### src/rtl/pll_reset_sequencer.sv
// PLLVR reset/lock sequencer: pulses the PLL reset, waits for a stable synchronised lock and
// then releases the system reset. Retries on lock timeout and latches FAIL after MAX_RETRIES.
module pll_reset_sequencer #(
   parameter int unsigned RESET_PULSE_CYCLES  = 16,
   parameter int unsigned LOCK_STABLE_CYCLES  = 1024,
   parameter int unsigned LOCK_TIMEOUT_CYCLES = 65536,
   parameter int unsigned MAX_RETRIES         = 3,
   parameter int unsigned SYNC_STAGES         = 2
) (
   input  logic       clk,
   input  logic       rst_n,
   input  logic       pll_lock_i,
   input  logic       soft_rst_i,
   output logic       pll_reset_o,
   output logic       sys_rst_n_o,
   output logic       ready_o,
   output logic       fail_o,
   output logic       lock_lost_o,
   output logic [3:0] retry_cnt_o
);

   localparam int unsigned RstW = (RESET_PULSE_CYCLES > 1) ? $clog2(RESET_PULSE_CYCLES) : 1;
   localparam int unsigned StbW = (LOCK_STABLE_CYCLES > 1) ? $clog2(LOCK_STABLE_CYCLES) : 1;
   localparam int unsigned TmoW = (LOCK_TIMEOUT_CYCLES > 1) ? $clog2(LOCK_TIMEOUT_CYCLES) : 1;
   localparam int unsigned StbPenInt = (LOCK_STABLE_CYCLES > 1) ? LOCK_STABLE_CYCLES - 2 : 0;

   localparam logic [RstW-1:0] RstLast  = RstW'(RESET_PULSE_CYCLES - 1);
   localparam logic [StbW-1:0] StbPen   = StbW'(StbPenInt);
   localparam logic [TmoW-1:0] TmoLast  = TmoW'(LOCK_TIMEOUT_CYCLES - 1);
   localparam logic [TmoW-1:0] TmoMax   = {TmoW{1'b1}};
   localparam logic [3:0]      MaxRetry = 4'(MAX_RETRIES);

   typedef enum logic [2:0] {StPllRst, StWaitLock, StStable, StRun, StFail} state_e;

   state_e                 state_q, state_d;
   logic [RstW-1:0]        rst_cnt_q, rst_cnt_d;
   logic [StbW-1:0]        stb_cnt_q, stb_cnt_d;
   logic [TmoW-1:0]        tmo_cnt_q, tmo_cnt_d;
   logic [3:0]             retry_q, retry_d;
   logic                   lock_lost_q, lock_lost_d;
   logic                   pll_reset_q, sys_rst_n_q, ready_q, fail_q;
   logic [SYNC_STAGES-1:0] sync_q;
   logic                   lock_s;

   always_ff @(posedge clk or negedge rst_n) begin
      if (!rst_n) begin
         sync_q <= '0;
      end else begin
         sync_q <= {sync_q[SYNC_STAGES-2:0], pll_lock_i};
      end
   end

   assign lock_s = sync_q[SYNC_STAGES-1];

   always_comb begin
      state_d     = state_q;
      rst_cnt_d   = rst_cnt_q;
      stb_cnt_d   = stb_cnt_q;
      tmo_cnt_d   = tmo_cnt_q;
      retry_d     = retry_q;
      lock_lost_d = lock_lost_q;
      if (soft_rst_i) begin
         state_d     = StPllRst;
         rst_cnt_d   = '0;
         stb_cnt_d   = '0;
         tmo_cnt_d   = '0;
         retry_d     = '0;
         lock_lost_d = 1'b0;
      end else begin
         case (state_q)
            StPllRst: begin
               if (rst_cnt_q == RstLast) begin
                  state_d   = StWaitLock;
                  tmo_cnt_d = '0;
                  stb_cnt_d = '0;
               end else begin
                  rst_cnt_d = rst_cnt_q + 1'b1;
               end
            end
            StWaitLock, StStable: begin
               // Timeout is tested first so it wins over a same-cycle stable completion.
               if (tmo_cnt_q == TmoLast) begin
                  if (retry_q == MaxRetry) begin
                     state_d = StFail;
                  end else begin
                     retry_d   = retry_q + 4'd1;
                     state_d   = StPllRst;
                     rst_cnt_d = '0;
                  end
               end else begin
                  if (tmo_cnt_q != TmoMax) begin
                     tmo_cnt_d = tmo_cnt_q + 1'b1;
                  end
                  if (state_q == StWaitLock) begin
                     if (lock_s) begin
                        stb_cnt_d = '0;
                        if (LOCK_STABLE_CYCLES == 1) begin
                           state_d = StRun;
                           retry_d = '0;
                        end else begin
                           state_d = StStable;
                        end
                     end
                  end else if (!lock_s) begin
                     state_d = StWaitLock;
                  end else if (stb_cnt_q == StbPen) begin
                     state_d = StRun;
                     retry_d = '0;
                  end else begin
                     stb_cnt_d = stb_cnt_q + 1'b1;
                  end
               end
            end
            StRun: begin
               if (!lock_s) begin
                  state_d     = StPllRst;
                  rst_cnt_d   = '0;
                  lock_lost_d = 1'b1;
               end
            end
            StFail: begin
               state_d = StFail;
            end
            default: begin
               state_d   = StPllRst;
               rst_cnt_d = '0;
            end
         endcase
      end
   end

   // Outputs are decoded from the next state so each one is a single glitch-free flop.
   always_ff @(posedge clk or negedge rst_n) begin
      if (!rst_n) begin
         state_q     <= StPllRst;
         rst_cnt_q   <= '0;
         stb_cnt_q   <= '0;
         tmo_cnt_q   <= '0;
         retry_q     <= '0;
         lock_lost_q <= 1'b0;
         pll_reset_q <= 1'b1;
         sys_rst_n_q <= 1'b0;
         ready_q     <= 1'b0;
         fail_q      <= 1'b0;
      end else begin
         state_q     <= state_d;
         rst_cnt_q   <= rst_cnt_d;
         stb_cnt_q   <= stb_cnt_d;
         tmo_cnt_q   <= tmo_cnt_d;
         retry_q     <= retry_d;
         lock_lost_q <= lock_lost_d;
         pll_reset_q <= (state_d == StPllRst) || (state_d == StFail);
         sys_rst_n_q <= (state_d == StRun);
         ready_q     <= (state_d == StRun);
         fail_q      <= (state_d == StFail);
      end
   end

   assign pll_reset_o = pll_reset_q;
   assign sys_rst_n_o = sys_rst_n_q;
   assign ready_o     = ready_q;
   assign fail_o      = fail_q;
   assign lock_lost_o = lock_lost_q;
   assign retry_cnt_o = retry_q;

endmodule

### config.mk
export PLATFORM = sky130hd
export DESIGN_NAME = pll_reset_sequencer
export DESIGN_NICKNAME = d
export VERILOG_FILES = /design/src/rtl/pll_reset_sequencer.sv
export SDC_FILE = /design/constraint.sdc
export NUM_CORES = 1
export LEC_CHECK = 0
export CAP_MARGIN = 20
export CORE_MARGIN = 2
export CORE_UTILIZATION = 50
export DETAILED_ROUTE_END_ITERATION = 10
export HOLD_SLACK_MARGIN = 0.08
export PLACE_DENSITY = 0.69
export SLEW_MARGIN = 40
export SYNTH_ARGS = -nofsm -noshare
export SYNTH_HDL_FRONTEND = slang
export SYNTH_SLANG_ARGS = --single-unit
### constraint.sdc
create_clock -name clk -period 5.6 [get_ports clk]
set_input_delay 1.12 -clock clk [delete_from_list [all_inputs] [get_ports clk]]
set_output_delay 1.12 -clock clk [all_outputs]
set_load 0.005 [all_outputs]
==> results_tabular.tex <==
\begin{tabular}{lr}
\hline
Metric & Value \\
\hline
\multicolumn{2}{l}{\textbf{Outcome}} \\
Status & finished clean \\
\multicolumn{2}{l}{\textbf{Place}} \\
HPWL after detailed placement & 3.48 mm \\
Number of input and output port buffers inserted & 12 \\
Setup WS pre-CTS & 1.88 ns \\
Cell total after placement & 328 \\
RePlAce Congestion & 0.818 \\
\multicolumn{2}{l}{\textbf{Setup path}} \\
Maximum fanout along the worst path & 14 \\
Cell seen most often among critical-path stages & sky130\_fd\_sc\_hd\_\_nor2\_1 \\
Crit-path cells & clkdlybuf4s50\_1, nor2\_1, nand3b\_1, nor2\_1, nand4\_1, o41ai\_1 \\
CP required & 5.78 ns \\
Crit path launch type & input port \\
Setup Crit Path Kind & input port to register \\
Capturing element type of the critical path & register \\
Slack of the worst reg-to-reg path & 3.15 ns \\
Critical path buffer and inverter count & 1 \\
Max stage delay cell, worst path & sky130\_fd\_sc\_hd\_\_clkdlybuf4s50\_1 \\
Biggest cell delay along the critical path & 0.71 ns \\
Depth of the worst register-to-register path & 6 \\
Largest delay contributor family on the critical path & simple AND/OR/NAND/NOR gates \\
Worst R2R End & stb\_cnt\_q[5]\$\_DFFE\_PN0P\_ \\
Critical path arrival & around 3.6 ns \\
Launch point of the worst reg-to-reg path & tmo\_cnt\_q[0]\$\_DFFE\_PN0P\_ \\
\multicolumn{2}{l}{\textbf{Floorplanning}} \\
X dimension of the die & roughly 74 microns \\
Full die area & 0.00553 sq mm \\
I/O pin cnt & 13 \\
Initial core utilization & 0.521 \\
Standard cell core area & $\sim$0.0048 sq mm \\
Vert. Die Dim & 74.4 microns \\
Standard-cell row count & 25 \\
\multicolumn{2}{l}{\textbf{Finish}} \\
Number of nets in the layout & 277 \\
Layout area overhead & 8.59\% \\
Fillers & 454 \\
Count of non-filler cells in the finished layout & 336 \\
Register area & 0.00108 sq mm \\
Fraction of layout instances using a drive strength above 1 & 0.0781 \\
Diodes inserted & 0 \\
Combined area of the multi-input logic cells & 0.00130 sq mm \\
\multicolumn{2}{l}{\textbf{Logic synthesis}} \\
Synthesized netlist net count & 271 \\
Post-synthesis instance total & 262 \\
Most common flop cell mapped by yosys & sky130\_fd\_sc\_hd\_\_dfrtp\_1 \\
Count of flip-flops with a built-in enable after synthesis & 0 \\
Cell Area, Synth & 0.00248 sq mm \\
Total of flip-flops plus latches after synthesis & 43 \\
Mapped Avg Cell Area & roughly 9.5 sq um \\
Cell type with the highest aggregate area in the netlist & sky130\_fd\_sc\_hd\_\_dfrtp\_1 \\
Count of distinct cell types in the synthesized netlist & 57 \\
Yosys top cell area share & 0.424 \\
Sequential-to-total area share from yosys stat & 0.435 \\
Fraction of synthesis flops using an asynchronous set or reset pin & 1.00 \\
Ranking of synthesized cells by area & sky130\_fd\_sc\_hd\_\_dfrtp\_1 (42\%), sky130\_fd\_sc\_hd\_\_o31ai\_1 (3.9\%), sky130\_fd\_sc\_hd\_\_a21oi\_1 (3.4\%) \\
Yosys synthesis warning count & 0 \\
\multicolumn{2}{l}{\textbf{GRT}} \\
Met3 routing resource usage after global routing & 0.0366 \\
Wire length of the first global-routing pass & just under 9 mm \\
Sum of overflow across all layers after global routing & 0 \\
Total routing resource utilization after global routing & 0.203 \\
Vias in the first global route & about 1900 \\
Met1 Usage GRT & 0.284 \\
Most congested layer reported by global routing & met2 \\
Met2 capacity usage during global routing & 0.325 \\
Initial antenna violation count & 0 \\
Largest net degree at the start of global routing & 44 \\
\multicolumn{2}{l}{\textbf{Pwr}} \\
Leakage component of the power & 1.08 nW \\
Power per standard cell area & 204 mW/mm\^{}2 \\
Maximum ir drop on the vdd rail & 0.000118 V \\
Total power of the final layout & $\sim$0.00055 W \\
\multicolumn{2}{l}{\textbf{Clocking}} \\
Maximum count of clock buffers along a single path & 2 \\
Clock-pin transition on the worst setup and hold timing paths & 0.07 ns \\
Clock tree from TritonCTS & yes \\
Setup repair bufs after CTS & 0 \\
CTS H-tree lvls & 2 \\
Cell at the root of the clock tree & sky130\_fd\_sc\_hd\_\_clkbuf\_8 \\
Total clock buffers created by CTS & 5 \\
CTS Hold Bufs & 0 \\
Number of gates resized after CTS & 0 \\
Total clock sinks & 43 \\
Skew-Pair Late Insertion Delay & 0.29 ns \\
\multicolumn{2}{l}{\textbf{Worst hold path}} \\
Cell count of the worst hold path & 0 \\
Hold path start & sync\_q[0]\$\_DFF\_PN0\_ \\
Worst hold-check path type & register to register \\
End point of the worst hold path & sync\_q[1]\$\_DFF\_PN0\_ \\
\multicolumn{2}{l}{\textbf{Detailed routing}} \\
Final antenna-violating net count & 0 \\
Drt pass-1 iters & 4 \\
Routed wire length & between 5 and 6 mm \\
Wire per inst & 15.1 microns \\
Via count normalized by instance count & a little over 6 \\
Starting DRC count in detailed routing & approximately 170 \\
Overall via count from detail\_route & 2032 \\
Number of remaining DRC errors & 0 \\
\multicolumn{2}{l}{\textbf{STA}} \\
Worst-margin pin slew & 0.642 ns \\
Final worst clock skew & 0.0137 ns \\
Final total negative setup slack & 0 ns \\
Hold violation total from the final report & 0 \\
Share of the clock period used by the worst path & 0.607 \\
Peak Freq & slightly below 300 MHz \\
Rel. slew slack & 0.568 \\
Worst setup margin & between 2 and 2.5 ns \\
Setup repair after global routing missed its margin & false \\
Slew Limit Fails & 0 \\
Setup violation total in the final timing report & 0 \\
Final critical-path required period & between 3 and 4 ns \\
\multicolumn{2}{l}{\textbf{Run}} \\
Max-cap violations & 0 \\
\hline
\end{tabular}
==> power by group <==
part	internal, W	switching [W]	leakage [nW]
clock	0.0000887	0.0000982	0.0395
sequential	0.000319	0.0000106	0.589
combinational	0.0000113	0.0000221	0.456
==> flip-flops by register name (all words and copies together) (netlist names) <==
register / count
fail_o: 1
lock_lost_o: 1
pll_reset_o: 1
ready_o: 1
retry_cnt_o: 4
rst_cnt_q: 4
state_q: 3
stb_cnt_q: 10
sync_q: 2
tmo_cnt_q: 16
==> per-stage QoR <==
step / hold slack [ns] / utilization / instance area (sq um)
after detailed placement: 0.347 / 0.547 / 2600
after CTS: 0.376 / 0.564 / 2680
after floorplan: 0.331 / - / 2480
final: 0.366 / 0.566 / 2690
after global placement: 0.337 / 0.546 / 2600
after global routing: 0.386 / 0.566 / 2690
==> per-layer routing <==
| layer | part of all wire | vias up |
|---|---|---|
| met5 | 0 | - |
| met4 | 0.011 | 0 |
| met3 | 0.038 | 4 |
| met2 | 0.47 | 44 |
| met1 | 0.48 | 986 |
| li1 | - | 998 |
==> cell usage after synthesis (all sizes together) (2+ instances only) <==
| master | number |
|---|---|
| dfrtp | 42 |
| o21ai | 24 |
| nor2 | 22 |
| a21oi | 18 |
| nand2 | 16 |
| o31ai | 13 |
| nand3 | 11 |
| a31oi | 8 |
| buf | 8 |
| inv | 8 |
| nand4 | 7 |
| nor3 | 7 |
| and3 | 5 |
| and4 | 5 |
| clkbuf | 5 |
| ha | 5 |
| nor4 | 5 |
| mux2i | 4 |
| nor2b | 4 |
| or3 | 4 |
| or4 | 4 |
| a21o | 3 |
| and2 | 3 |
| nand2b | 3 |
| o41ai | 3 |
| a211oi | 2 |
| a2bb2oi | 2 |
| a41oi | 2 |
| nand4b | 2 |
| nor3b | 2 |
| xnor2 | 2 |
| xor2 | 2 |
==> cells in the final DEF (no fill, tap or decap), drive strengths merged, types with 2 or more instances in the layout <==
| master | count |
|---|---|
| dfrtp | 42 |
| o21ai | 24 |
| nor2 | 22 |
| a21oi | 18 |
| nand2 | 16 |
| o31ai | 13 |
| clkdlybuf4s50 | 11 |
| nand3 | 11 |
| inv | 8 |
| a31oi | 8 |
| clkbuf | 8 |
| nor3 | 7 |
| nand4 | 7 |
| and4 | 5 |
| ha | 5 |
| and3 | 5 |
| nor4 | 5 |
| mux2i | 4 |
| or3 | 4 |
| nor2b | 4 |
| or4 | 4 |
| nand2b | 3 |
| a21o | 3 |
| and2 | 3 |
| o41ai | 3 |
| xnor2 | 2 |
| nor3b | 2 |
| a211oi | 2 |
| xor2 | 2 |
| nand4b | 2 |
| a2bb2oi | 2 |
| a41oi | 2 |
==> cell type report <==
class | count | share of cell area
multi-input cells | 198 | 0.483
flip-flops and latches | 43 | 0.401
repair buffers | 12 | 0.0437
well taps | 67 | 0.0312
clock buffers | 8 | 0.0298
inverters | 8 | 0.0112
==> how the worst max path moves through the flow <==
stage / startpoint / depth (start not counted) / to / slack (ns)
after floorplan: soft_rst_i / 5 / stb_cnt_q[8]$_DFFE_PN0P_ / 3.38
after global placement: soft_rst_i / 6 / stb_cnt_q[8]$_DFFE_PN0P_ / 1.97
after detailed placement: soft_rst_i / 6 / stb_cnt_q[8]$_DFFE_PN0P_ / 1.88
after CTS: soft_rst_i / 6 / stb_cnt_q[8]$_DFFE_PN0P_ / 2.19
after global routing: soft_rst_i / 6 / stb_cnt_q[8]$_DFFE_PN0P_ / 1.90
final: soft_rst_i / 6 / stb_cnt_q[8]$_DFFE_PN0P_ / 2.20
==> kinds of logic (layout without fill, tap and decap cells) <==
| family | count (synthesis) | count (layout) | synth area share |
|---|---|---|---|
| compound gates | 80 | 80 | 0.209 |
| xor+xnor | 4 | 4 | 0.0142 |
| fa+ha+maj | 6 | 6 | 0.0298 |
| buf+inv | 21 | 28 | 0.0435 |
| flops | 43 | 43 | 0.435 |
| mux | 4 | 4 | 0.0162 |
| simple gates | 104 | 104 | 0.252 |
Note: power is estimated with default switching activity, not from simulation.
